**src/rtl/sapu_pkg.sv**
```systemverilog
// sapu_pkg: shared SAP-U opcodes, one-hot T-state codes and control-word bit indices
package sapu_pkg;
    localparam int DATA_W = 8;
    localparam int NUM_T  = 6;

    localparam logic [3:0] OP_LDA = 4'h0;
    localparam logic [3:0] OP_ADD = 4'h1;
    localparam logic [3:0] OP_SUB = 4'h2;
    localparam logic [3:0] OP_JMP = 4'h3;
    localparam logic [3:0] OP_OUT = 4'hE;
    localparam logic [3:0] OP_HLT = 4'hF;

    localparam logic [NUM_T-1:0] T1 = 6'b000001;
    localparam logic [NUM_T-1:0] T2 = 6'b000010;
    localparam logic [NUM_T-1:0] T3 = 6'b000100;
    localparam logic [NUM_T-1:0] T4 = 6'b001000;
    localparam logic [NUM_T-1:0] T5 = 6'b010000;
    localparam logic [NUM_T-1:0] T6 = 6'b100000;

    // Control-word layout, also used by the top-level bus mux
    localparam int CW_PC_OUT    = 0;
    localparam int CW_PC_INC    = 1;
    localparam int CW_PC_LOAD   = 2;
    localparam int CW_LOAD_ADDR = 3;
    localparam int CW_OE        = 4;
    localparam int CW_LOAD_IR   = 5;
    localparam int CW_IR_OUT    = 6;
    localparam int CW_LOAD_A    = 7;
    localparam int CW_A_OUT     = 8;
    localparam int CW_LOAD_B    = 9;
    localparam int CW_ALU_OUT   = 10;
    localparam int CW_SUB       = 11;
    localparam int CW_LOAD_OUT  = 12;
    localparam int CW_W         = 13;
endpackage

```
**src/rtl/control_sequencer_if.sv**
```systemverilog
// control_sequencer_if: bus input, prog mode and control-word outputs of the sequencer
interface control_sequencer_if;
    import sapu_pkg::*;
    logic              prog_mode;
    logic [DATA_W-1:0] bus_in;
    logic [DATA_W-1:0] ir_bus_out;
    logic [3:0]        opcode;
    logic [NUM_T-1:0]  tstate;
    logic pc_out, pc_inc, pc_load, load_addr_reg, output_enable, load_ir, ir_out;
    logic load_a, a_out, load_b, alu_out, sub, load_out, halt;

    modport master (
        input  prog_mode, bus_in,
        output ir_bus_out, opcode, tstate, pc_out, pc_inc, pc_load, load_addr_reg,
               output_enable, load_ir, ir_out, load_a, a_out, load_b, alu_out, sub,
               load_out, halt
    );

    modport slave (
        output prog_mode, bus_in,
        input  ir_bus_out, opcode, tstate, pc_out, pc_inc, pc_load, load_addr_reg,
               output_enable, load_ir, ir_out, load_a, a_out, load_b, alu_out, sub,
               load_out, halt
    );
endinterface

```
**src/rtl/tstate_ring.sv**
```systemverilog
// tstate_ring: one-hot T1..T6 ring counter with hold, clear-to-T1 and illegal-code recovery
module tstate_ring
    import sapu_pkg::*;
(
    input  logic             clk,
    input  logic             clr_n,
    input  logic             hold,
    input  logic             clear,
    output logic [NUM_T-1:0] t
);
    // Rotate one position per cycle; reset, clear or a non-one-hot code restart at T1
    always_ff @(posedge clk)
        t <= (!clr_n || clear || !$onehot(t)) ? T1 : hold ? t : {t[NUM_T-2:0], t[NUM_T-1]};
endmodule

```
**src/rtl/control_sequencer.sv**
```systemverilog
// control_sequencer: SAP-U instruction register, T-state sequencer and control-word decode.
// Define SAPU_JMP_EN to decode opcode 4'h3 as JMP; otherwise it is a NOP and pc_load stays 0.
module control_sequencer
    import sapu_pkg::*;
(
    input  logic clk,
    input  logic clr_n,
    control_sequencer_if.master bus
);
    logic [DATA_W-1:0] ir;
    logic              halt;
    logic [NUM_T-1:0]  t;
    logic [CW_W-1:0]   cw;
    logic [3:0]        op;

    assign op = ir[DATA_W-1 -: 4];

    // Halt freezes the ring at T4 and takes priority over programming mode
    tstate_ring u_ring (
        .clk   (clk),
        .clr_n (clr_n),
        .hold  (halt),
        .clear (bus.prog_mode && !halt),
        .t     (t)
    );

    // IR captures the fetched word at the end of T3; a fetched HLT raises halt on T4 entry
    always_ff @(posedge clk) begin
        if (!clr_n) begin
            ir   <= '0;
            halt <= 1'b0;
        end else begin
            if (cw[CW_LOAD_IR]) ir <= bus.bus_in;
            if (cw[CW_LOAD_IR] && bus.bus_in[DATA_W-1 -: 4] == OP_HLT) halt <= 1'b1;
        end
    end

    // Decode {opcode, tstate}; programming mode and halt silence every control
    always_comb begin
        cw = '0;
        if (!bus.prog_mode && !halt) begin
            case (t)
                T1: begin cw[CW_PC_OUT] = 1'b1; cw[CW_LOAD_ADDR] = 1'b1; end
                T2: cw[CW_PC_INC] = 1'b1;
                T3: begin cw[CW_OE] = 1'b1; cw[CW_LOAD_IR] = 1'b1; end
                T4: case (op)
                    OP_LDA, OP_ADD, OP_SUB: begin cw[CW_IR_OUT] = 1'b1; cw[CW_LOAD_ADDR] = 1'b1; end
`ifdef SAPU_JMP_EN
                    OP_JMP: begin cw[CW_IR_OUT] = 1'b1; cw[CW_PC_LOAD] = 1'b1; end
`endif
                    OP_OUT: begin cw[CW_A_OUT] = 1'b1; cw[CW_LOAD_OUT] = 1'b1; end
                    default: ;
                endcase
                T5: case (op)
                    OP_LDA: begin cw[CW_OE] = 1'b1; cw[CW_LOAD_A] = 1'b1; end
                    OP_ADD, OP_SUB: begin cw[CW_OE] = 1'b1; cw[CW_LOAD_B] = 1'b1; end
                    default: ;
                endcase
                T6: begin
                    cw[CW_ALU_OUT] = op == OP_ADD || op == OP_SUB;
                    cw[CW_LOAD_A]  = op == OP_ADD || op == OP_SUB;
                    cw[CW_SUB]     = op == OP_SUB;
                end
                default: ;
            endcase
        end
    end

    assign bus.pc_out        = cw[CW_PC_OUT];
    assign bus.pc_inc        = cw[CW_PC_INC];
    assign bus.pc_load       = cw[CW_PC_LOAD];
    assign bus.load_addr_reg = cw[CW_LOAD_ADDR];
    assign bus.output_enable = cw[CW_OE];
    assign bus.load_ir       = cw[CW_LOAD_IR];
    assign bus.ir_out        = cw[CW_IR_OUT];
    assign bus.load_a        = cw[CW_LOAD_A];
    assign bus.a_out         = cw[CW_A_OUT];
    assign bus.load_b        = cw[CW_LOAD_B];
    assign bus.alu_out       = cw[CW_ALU_OUT];
    assign bus.sub           = cw[CW_SUB];
    assign bus.load_out      = cw[CW_LOAD_OUT];
    assign bus.halt          = halt;
    assign bus.tstate        = t;
    assign bus.opcode        = op;
    assign bus.ir_bus_out    = cw[CW_IR_OUT] ? {{(DATA_W-4){1'b0}}, ir[3:0]} : '0;
endmodule

```
**src/flat_wrapper.sv**
```systemverilog
// flat-port wrapper written by rule: the top's interface ports become plain ports
module control_sequencer_flat import sapu_pkg::*;
  (clk, clr_n, bus_prog_mode, bus_bus_in, bus_ir_bus_out, bus_opcode, bus_tstate, bus_pc_out, bus_pc_inc, bus_pc_load, bus_load_addr_reg, bus_output_enable, bus_load_ir, bus_ir_out, bus_load_a, bus_a_out, bus_load_b, bus_alu_out, bus_sub, bus_load_out, bus_halt);
  control_sequencer_if bus_i ();
  input  logic clk;
  input  logic clr_n;
  input wire logic [$bits(bus_i.prog_mode)-1:0] bus_prog_mode;
  input wire logic [$bits(bus_i.bus_in)-1:0] bus_bus_in;
  output wire logic [$bits(bus_i.ir_bus_out)-1:0] bus_ir_bus_out;
  output wire logic [$bits(bus_i.opcode)-1:0] bus_opcode;
  output wire logic [$bits(bus_i.tstate)-1:0] bus_tstate;
  output wire logic [$bits(bus_i.pc_out)-1:0] bus_pc_out;
  output wire logic [$bits(bus_i.pc_inc)-1:0] bus_pc_inc;
  output wire logic [$bits(bus_i.pc_load)-1:0] bus_pc_load;
  output wire logic [$bits(bus_i.load_addr_reg)-1:0] bus_load_addr_reg;
  output wire logic [$bits(bus_i.output_enable)-1:0] bus_output_enable;
  output wire logic [$bits(bus_i.load_ir)-1:0] bus_load_ir;
  output wire logic [$bits(bus_i.ir_out)-1:0] bus_ir_out;
  output wire logic [$bits(bus_i.load_a)-1:0] bus_load_a;
  output wire logic [$bits(bus_i.a_out)-1:0] bus_a_out;
  output wire logic [$bits(bus_i.load_b)-1:0] bus_load_b;
  output wire logic [$bits(bus_i.alu_out)-1:0] bus_alu_out;
  output wire logic [$bits(bus_i.sub)-1:0] bus_sub;
  output wire logic [$bits(bus_i.load_out)-1:0] bus_load_out;
  output wire logic [$bits(bus_i.halt)-1:0] bus_halt;
  assign bus_i.prog_mode = bus_prog_mode;
  assign bus_i.bus_in = bus_bus_in;
  assign bus_ir_bus_out = bus_i.ir_bus_out;
  assign bus_opcode = bus_i.opcode;
  assign bus_tstate = bus_i.tstate;
  assign bus_pc_out = bus_i.pc_out;
  assign bus_pc_inc = bus_i.pc_inc;
  assign bus_pc_load = bus_i.pc_load;
  assign bus_load_addr_reg = bus_i.load_addr_reg;
  assign bus_output_enable = bus_i.output_enable;
  assign bus_load_ir = bus_i.load_ir;
  assign bus_ir_out = bus_i.ir_out;
  assign bus_load_a = bus_i.load_a;
  assign bus_a_out = bus_i.a_out;
  assign bus_load_b = bus_i.load_b;
  assign bus_alu_out = bus_i.alu_out;
  assign bus_sub = bus_i.sub;
  assign bus_load_out = bus_i.load_out;
  assign bus_halt = bus_i.halt;
  control_sequencer u_core (.clk(clk), .clr_n(clr_n), .bus(bus_i));
endmodule
```
**config.mk**
```make
export PLATFORM = sky130hd
export DESIGN_NAME = control_sequencer_flat
export DESIGN_NICKNAME = d
export VERILOG_FILES = /design/src/rtl/sapu_pkg.sv /design/src/rtl/control_sequencer_if.sv /design/src/rtl/tstate_ring.sv /design/src/rtl/control_sequencer.sv /design/src/flat_wrapper.sv
export SDC_FILE = /design/constraint.sdc
export NUM_CORES = 1
export LEC_CHECK = 0
export CORE_ASPECT_RATIO = 1.1
export CORE_UTILIZATION = 35
export CTS_BUF_LIST = sky130_fd_sc_hd__clkbuf_8
export DETAILED_ROUTE_END_ITERATION = 10
export GPL_TIMING_DRIVEN = 0
export PLACE_DENSITY = 0.67
export SYNTH_ARGS = -nofsm -noshare
export SYNTH_HDL_FRONTEND = slang
export SYNTH_SLANG_ARGS = --single-unit
```
**constraint.sdc**
```tcl
create_clock -name clk -period 5.8 [get_ports clk]
set_input_delay 1.45 -clock clk [delete_from_list [all_inputs] [get_ports clk]]
set_output_delay 1.45 -clock clk [all_outputs]
set_load 0.03 [all_outputs]
```
# Word-level counts from Yosys, hierarchy flattened
# Cells that the tools add are included.
[classes]
n_addsub = 5
eq_ne = 11
n_mux = 17
reduce_logical = 13
[op_table]
columns = ["operator", "n"]
rows = [
  ["2-to-1 mux 1 bit", 10],
  ["2-to-1 mux 10 bit", 1],
  ["== test 4 bit (second input constant)", 2],
  ["adder 1 x 1 -> 2 bit", 3],
  ["== test 6 x 1 -> 1 bit (second input constant)", 1],
  ["== test 6 x 2 -> 1 bit (second input constant)", 1],
  ["== test 6 x 3 -> 1 bit (second input constant)", 1],
  ["== test 6 x 4 -> 1 bit (second input constant)", 1],
  ["== test 6 x 5 -> 1 bit (second input constant)", 1],
  ["== test 6 bit (second input constant)", 1],
  ["case mux 1 bit (2 select lines)", 3],
  ["== test 4 x 1 -> 1 bit (second input constant)", 1],
  ["== test 4 x 2 -> 1 bit (second input constant)", 1],
  ["logical NOT 1 bit", 4],
  ["logical NOT 4 bit", 1],
  ["2-to-1 mux 2 bit", 2],
  ["2-to-1 mux 4 bit", 1],
  ["adder 2 x 2 -> 3 bit", 1],
  ["adder 3 x 2 -> 3 bit", 1],
  ["== test 3 x 1 -> 1 bit (second input constant)", 1],
  ["logical AND 1 bit", 3],
  ["logical OR 1 bit", 3],
  ["OR reduction 3 bit", 1],
  ["OR reduction 2 bit", 1],
]
[word_totals]
ff_bits = 15
input_bits = 11
output_inout_bits = 32
elab_cells = 49

# Longest topological paths before layout
# Gate-level depths: netlist of run 1.
[depth]
ltp_word = 6
ltp_mapped = 9
ltp_nobuf = 9

# Cells and area by module
# A second synthesis of run 1 with hierarchy kept.
[unflattened]
hier_cells = 117
area_unflattened_um2 = 1042.2
[modules_own_cells]
columns = ["mod", "instances", "cells_each", "area_each_um2", "seq_area_each_um2"]
rows = [
  ["control_sequencer", 1, 90, 704.4, 180.2],
  ["tstate_ring", 1, 27, 337.8, 120.1],
]

# Worst setup path before layout of run 1
# Ideal clock, no wire load.
[synth_path]
kind = "input-to-output"
from = "in bus_prog_mode"
to = "out bus_alu_out"
arrival_time_ns = 2.523
required_time_ns = 4.350
path_slack_ns = 1.827
path_stages = 3
path_buffers = 0
path_cell_list = "nor4_2 nand4_1 nor3_1"
[synth_between]
elab_chain_len = 3
[synth_lines]
columns = ["item", "line", "text"]
rows = [
  ["start: declaration", "flat_wrapper.sv:7", "input wire logic [$bits(bus_i.prog_mode)-1:0] bus_prog_mode;"],
  ["logical NOT 1 bit", "control_sequencer.sv:41", "if (!bus.prog_mode && !halt) begin"],
  ["logical AND 1 bit", "control_sequencer.sv:41", ""],
  ["2-to-1 mux 10 bit", "control_sequencer.sv:41", ""],
  ["end: declaration", "flat_wrapper.sv:22", "output wire logic [$bits(bus_i.alu_out)-1:0] bus_alu_out;"],
]
# No other way between the ends.

# Worst setup path after layout of run 1
[layout_path]
from = "in bus_prog_mode"
to = "out bus_ir_bus_out[3]"
[layout_between]
elab_chain_len = 4
[layout_lines]
columns = ["item", "line", "text"]
rows = [
  ["logical NOT 1 bit", "control_sequencer.sv:41", ""],
  ["logical AND 1 bit", "control_sequencer.sv:41", ""],
  ["2-to-1 mux 10 bit", "control_sequencer.sv:41", ""],
  ["2-to-1 mux 4 bit", "control_sequencer.sv:85", "assign bus.ir_bus_out = cw[CW_IR_OUT] ? {{(DATA_W-4){1'b0}}, ir[3:0]} : '0;"],
  ["end: declaration", "flat_wrapper.sv:9", "output wire logic [$bits(bus_i.ir_bus_out)-1:0] bus_ir_bus_out;"],
]
# No other way between the ends.

==> run summary, run 1 <==
CTS H-tree lvls: 1
Routability cong.: 0.850
Worst path required time: 4.35 ns
Routed length per placed instance: 11.8 um
Number of DRC markers in iteration 0: 19
Max frequency: 204 MHz
Worst slew pin tran: 0.565 ns
Syn Area/Cell: 8.34 um^2
Clock buffer count from CTS: 3
TritonRoute pass-1 iters: 4
Largest net degree at the start of global routing: 11
Initial antenna violation count: 0
Vias: 970
Multi-input logic area: 591 um^2
Post-synth EDFFs: 0
Critical path startpoint category: primary input
CP Data Arrival Time: 3.46 ns
Synth Cell Area: 0.00105 mm^2
Mux contribution to synthesized area: 12.4%
Clock latency on the worst-skew pair: 0.25 ns
Die ar.: 0.00323 mm^2
Pwr dens: 169 mW/mm^2
Root Driver: clkbuf_8
Primary FF master, synth: dfxtp_1
Fin nets: 189
First-pass GRT wire length: 4000 um
Yosys reg bits: 15
DIE HEIGHT: 59.5 um
Die X: 54.3 um
Via-to-Cell Ratio: 4.78
DP Wirelength: 1850 um
Compound-Gate Fraction of Synth Area: 3.33%
Leak Pwr: 0.607 nW
Main combinational cell family by area after synthesis: simple AND/OR/NAND/NOR gates
Synth top area cells: dfxtp_1, mux2i_1, buf_4
Core Rows: 20
I/O Buffers: 36
Hold buffers post-CTS: 0
Routed Antenna Nets: 0
Rel. slew slack: 62.3%
Synth top cells by count: nand2_1, inv_1, dfxtp_1, nor2_1, mux2i_1
Status: complete, no violations
Clock period minus worst slack: 4.91 ns
Period utilisation layout: 84.7%
Clk slew on worst S/H paths: 0.07 ns
RSZ-0062 raised after global routing: false
Synth unique cells: 29
Top-count cell post-synth: nand2_1
Area share of fa/ha/maj cells after synthesis: 10.5%
CTS tree: done
Crit-path cells: clkdlybuf4s50_1, nor4_2, nand4_1, nor2_1, clkdlybuf4s50_1
Post-CTS Setup Repair Bufs: 0
Cell taking the most area after synthesis: dfxtp_1
Fin util: 54.0%
Setup_tns: 0 ns
Hold WC Path Type: reg -> reg
Reg area: 300 um^2
Starting density of the core: 37.5%
Sink Count: 15
Worst-path maximum fanout: 6
CP peak stage delay: 0.69 ns
Cell mode on critical path: clkdlybuf4s50_1
Layout fillers: 267
I/O pin count: 43
Antenna diode count: 0
Highest-delay cell along the critical path: clkdlybuf4s50_1
Setup Skew: 0.00465 ns
Post-Synth Simple-Gate Area: 27.4%
Max-slew violations: 0
Final setup violation count: 0
Layout Area Growth over Synthesis: 44.0%
Asr flop ratio synth: 0%
Layout cells sized above 1: 13.5%
Synth top area share: 28.6%
Peak VDD IR: 0.0000974 V
WS Path Type: in -> out
Number of global-route vias before repair: 945
Deepest clock path buffer count: 2
Seq/Total Area, Yosys: 28.6%
GRT Total Usage: 17.2%
Resized cells post-CTS: 0
XOR/XNOR Fraction of Synth Area: 0.833%
Drt drc: 0
Total Routed Length: 2390 um
Core ar.: 0.00280 mm^2
Grt ovf: 0
Max Cap Viol: 0
Final Hold Vio Count: 0
Post-Syn Instances: 126
Synth warn: 0
Critical Path End Type: output pin
## flip-flops by register name, summed over array words and instances, names as in the netlist
signal	flops
u_core.ir	8
u_core.bus.halt	1
u_core.u_ring.t	6
## power by group
| group | switching, W | leakage (nW) | total, W | internal, W |
|---|---|---|---|---|
| combinational | 0.0000347 | 0.460 | 0.0000604 | 0.0000257 |
| clock | 0.0000396 | 0.0255 | 0.0000873 | 0.0000476 |
| sequential | 0.00000320 | 0.121 | 0.000109 | 0.000105 |
## path summary, 6_finish.rpt
path / startpoint / end / slack (ns) / cells past startpoint
min reg2reg: u_core.ir[0] / u_core.ir[0] / 0.46 / 2
min: u_core.ir[0] / u_core.ir[0] / 0.46 / 2
max: bus_prog_mode / bus_ir_bus_out[3] / 0.89 / 5
max reg2reg: u_core.u_ring.t[3] / u_core.u_ring.t[0] / 2.78 / 9
## critical path: cells and delay by family
kind | cells | cell delay, ns
buffers and inverters | 2 | 1.20
AND/OR/NAND/NOR | 3 | 0.81
## final cells by class
cell class	instances	share of cell area (%)
Multi-Input combinational cell	84	39.0
Timing Repair Buffer	36	23.8
Sequential cell	15	19.8
Buffer	15	7.60
Inverter	16	3.97
Clock buffer	3	2.73
Tap cell	33	2.73
Clock inverter	1	0.331
## per-layer routing
metal / vias to the layer above / global-route usage [%] / share of wire (%)
li1: 488 / - / -
met3: 9 / 3.08 / 4.9
met4: 0 / 10.6 / 3.1
met5: - / 0 / 0
met1: 440 / 20.8 / 44
met2: 33 / 27.4 / 48
## cell usage in the layout, fill, tap and decap left out, drive strengths merged
| cell | instances |
|---|---|
| and4 | 1 |
| clkdlybuf4s50 | 36 |
| o2111ai | 1 |
| inv | 16 |
| nor4bb | 2 |
| clkinv | 1 |
| mux2i | 13 |
| a211o | 1 |
| ha | 4 |
| nor3 | 3 |
| nand4b | 1 |
| or2b | 1 |
| a31o | 1 |
| clkbuf | 5 |
| nand4 | 3 |
| a22o | 1 |
| xor2 | 1 |
| and3 | 2 |
| nand3 | 2 |
| fa | 3 |
| dfxtp | 15 |
| nor2b | 1 |
| nor4 | 2 |
| nor4b | 3 |
| nor2 | 15 |
| buf | 13 |
| nand2 | 18 |
| conb | 5 |
## kinds of logic after synthesis
logic type | count (synthesis)
DFF | 15
and+or+nand+nor | 54
other | 1
muxes | 13
xor gates and xnor gates | 1
adders and majority gates | 7
buffers and inverters | 31
AOI/OAI and AO/OA | 4
## per-stage QoR
stage / power (W) / area [um^2] / hold WS (ns) / instances / worst slack [ns]
floorplan: 0.000150 / 1070 / 0.435 / 130 / 1.83
global placement: 0.000170 / 1470 / 0.443 / 199 / 0.906
detailed placement: 0.000172 / 1470 / 0.453 / 199 / 0.896
CTS: 0.000258 / 1510 / 0.462 / 203 / 0.893
global route: 0.000271 / 1510 / 0.479 / 203 / 0.749
finish: 0.000256 / 1510 / 0.463 / 203 / 0.888
Power figures use the tool's default switching activity.
==> run 2: changes to the inputs <==
--- a/config.mk
+++ b/config.mk
@@ -10,7 +10,7 @@
 export CTS_BUF_LIST = sky130_fd_sc_hd__clkbuf_8
 export DETAILED_ROUTE_END_ITERATION = 10
 export GPL_TIMING_DRIVEN = 0
-export PLACE_DENSITY = 0.67
+export PLACE_DENSITY = 0.7
 export SYNTH_ARGS = -nofsm -noshare
 export SYNTH_HDL_FRONTEND = slang
 export SYNTH_SLANG_ARGS = --single-unit
==> constraint.sdc (replaced) <==
create_clock -name clk -period 4.1 [get_ports clk]
set_input_delay 1.025 -clock clk [delete_from_list [all_inputs] [get_ports clk]]
set_output_delay 1.025 -clock clk [all_outputs]
set_load 0.03 [all_outputs]
==> run summary, run 2 (synthesis results as in run 1) <==
Layout cells sized above 1: 14.0%
Critical path startpoint category: primary input
Rel. slew slack: 65.0%
Clock buffer count from CTS: 3
Largest register FFs: 8
DIE HEIGHT: 59.5 um
Status: complete, no violations
Clk slew on worst S/H paths: 0.07 ns
Drt drc: 0
Die X: 54.3 um
Setup Skew: 0.00700 ns
CP Launch Point: bus_prog_mode
Final setup violation count: 0
Worst-path maximum fanout: 10
RSZ-0062 raised after global routing: false
Core Rows: 20
Most frequent cells in the layout: clkdlybuf4s50_1, nand2_1, inv_1
First-pass GRT wire length: 4150 um
Total Routed Length: 2510 um
Final Hold Vio Count: 0
Pwr dens: 238 mW/mm^2
Min Hold Slack: 0.466 ns
Clock period minus worst slack: 3.97 ns
Register with the most flip-flops: u_core.ir
Clock latency on the worst-skew pair: 0.26 ns
CTS tree: done
Vias: 1022
Post-Place Cell Area: 0.00147 mm^2
Core ar.: 0.00280 mm^2
Initial antenna violation count: 0
Via-to-Cell Ratio: 5.01
Number of DRC markers in iteration 0: 15
Hold WC Path Type: reg -> reg
GRT Total Usage: 18.0%
Deepest clock path buffer count: 2
Worst slew pin tran: 0.524 ns
Die ar.: 0.00323 mm^2
Antenna diode count: 0
Number of global-route vias before repair: 978
Layout Area Growth over Synthesis: 45.8%
Worst path required time: 3.07 ns
Max-slew violations: 0
Period utilisation layout: 96.9%
Largest net degree at the start of global routing: 11
Max Cap Viol: 0
Setup_tns: 0 ns
I/O Buffers: 36
Grt ovf: 0
Commonest non-fill, non-tap cell in the layout: clkdlybuf4s50_1
Peak VDD IR: 0.000175 V
Critical Path Sink: bus_load_ir
Root Driver: clkbuf_8
Critical Path End Type: output pin
Leak Pwr: 0.633 nW
Routed length per placed instance: 12.3 um
DP Wirelength: 1880 um
Max frequency: 252 MHz
Regs by FF count: u_core.ir: 8 flops, u_core.u_ring.t: 6 flops, u_core.bus.halt: 1 flops
TritonRoute pass-1 iters: 4
R2r startpoint: u_core.u_ring.t[3]
Worst R2R End: u_core.u_ring.t[0]
CTS H-tree lvls: 1
CP Data Arrival Time: 2.95 ns
FF-to-FF path depth: 9
Design Power: 0.000364 W
Worst R2R Setup Slack: 1.09 ns
WS Path Type: in -> out
Post-route cell area: 0.00153 mm^2
Routability cong.: 0.843
Fin nets: 190
Sink Count: 15
Starting density of the core: 37.5%
Routed Antenna Nets: 0
I/O pin count: 43
[run 2: cell count changes in the layout (fill, tap and decap cells not counted)]
cell,before,now
dlymetal6s2s_1,0,1
clkdlybuf4s50_1,36,35
nor4_2,2,1
nor4_4,0,1
buf_4,11,12
[run 2: worst min-delay path by stage]
| stage | end | start | depth (start not counted) | slack [ns] |
|---|---|---|---|---|
| floorplan | u_core.ir[0] | u_core.ir[0] | 2 | 0.43 |
| global route | u_core.ir[1] | u_core.ir[1] | 2 | 0.48 |
| finish | u_core.ir[1] | u_core.ir[1] | 2 | 0.47 |
| detailed placement | u_core.ir[3] | u_core.ir[3] | 2 | 0.46 |
| CTS | u_core.ir[0] | u_core.ir[0] | 2 | 0.47 |
| global placement | u_core.ir[3] | u_core.ir[3] | 2 | 0.44 |
[run 2: per-stage QoR]
| stage | instances | worst slack (ns) | utilization (%) |
|---|---|---|---|
| after floorplan | 130 | 0.977 | - |
| after global placement | 199 | 0.0678 | 52.4 |
| after detailed placement | 199 | 0.0462 | 52.4 |
| after CTS | 203 | 0.0302 | 54.0 |
| after global routing | 204 | 0.0298 | 54.7 |
| final | 204 | 0.126 | 54.7 |
[run 2: routing by layer]
layer,up-vias,track usage (%),part of all wire [%]
met4,0,11.0,2.1
li1,492,-,-
met5,-,0,0
met3,5,4.87,6.2
met1,486,21.4,44
met2,39,28.2,48
[run 2: area by class of cell]
| cell class | instances | area (um^2) |
|---|---|---|
| Buffer | 15 | 115 |
| Timing Repair Buffer | 37 | 370 |
| Clock buffer | 3 | 41.3 |
| Multi-Input combinational cell | 84 | 599 |
| Clock inverter | 1 | 5.00 |
| Fill cell | 250 | 1270 |
| Sequential cell | 15 | 300 |
| Inverter | 16 | 60.1 |
| Tap cell | 33 | 41.3 |
[run 2: report_power, final]
part           switching (W)  leakage (nW)  internal [W]  total [W]
Combinational      0.0000498         0.486     0.0000368  0.0000866
Clock              0.0000558        0.0255     0.0000675   0.000123
Sequential        0.00000497         0.121      0.000149   0.000154
Total               0.000111         0.633      0.000254   0.000364
[run 2: critical path: stages]
cell             delay [ns]
clkdlybuf4s50_1        0.52
nor4_2                 0.28
and4_4                 0.29
buf_12                 0.14
clkdlybuf4s50_1        0.68
[run 2: timing repair]
item,in CTS,in global routing
setup endpoints to repair,0,8
setup buffers,0,1
hold buffers,0,0
gates resized for setup,0,2
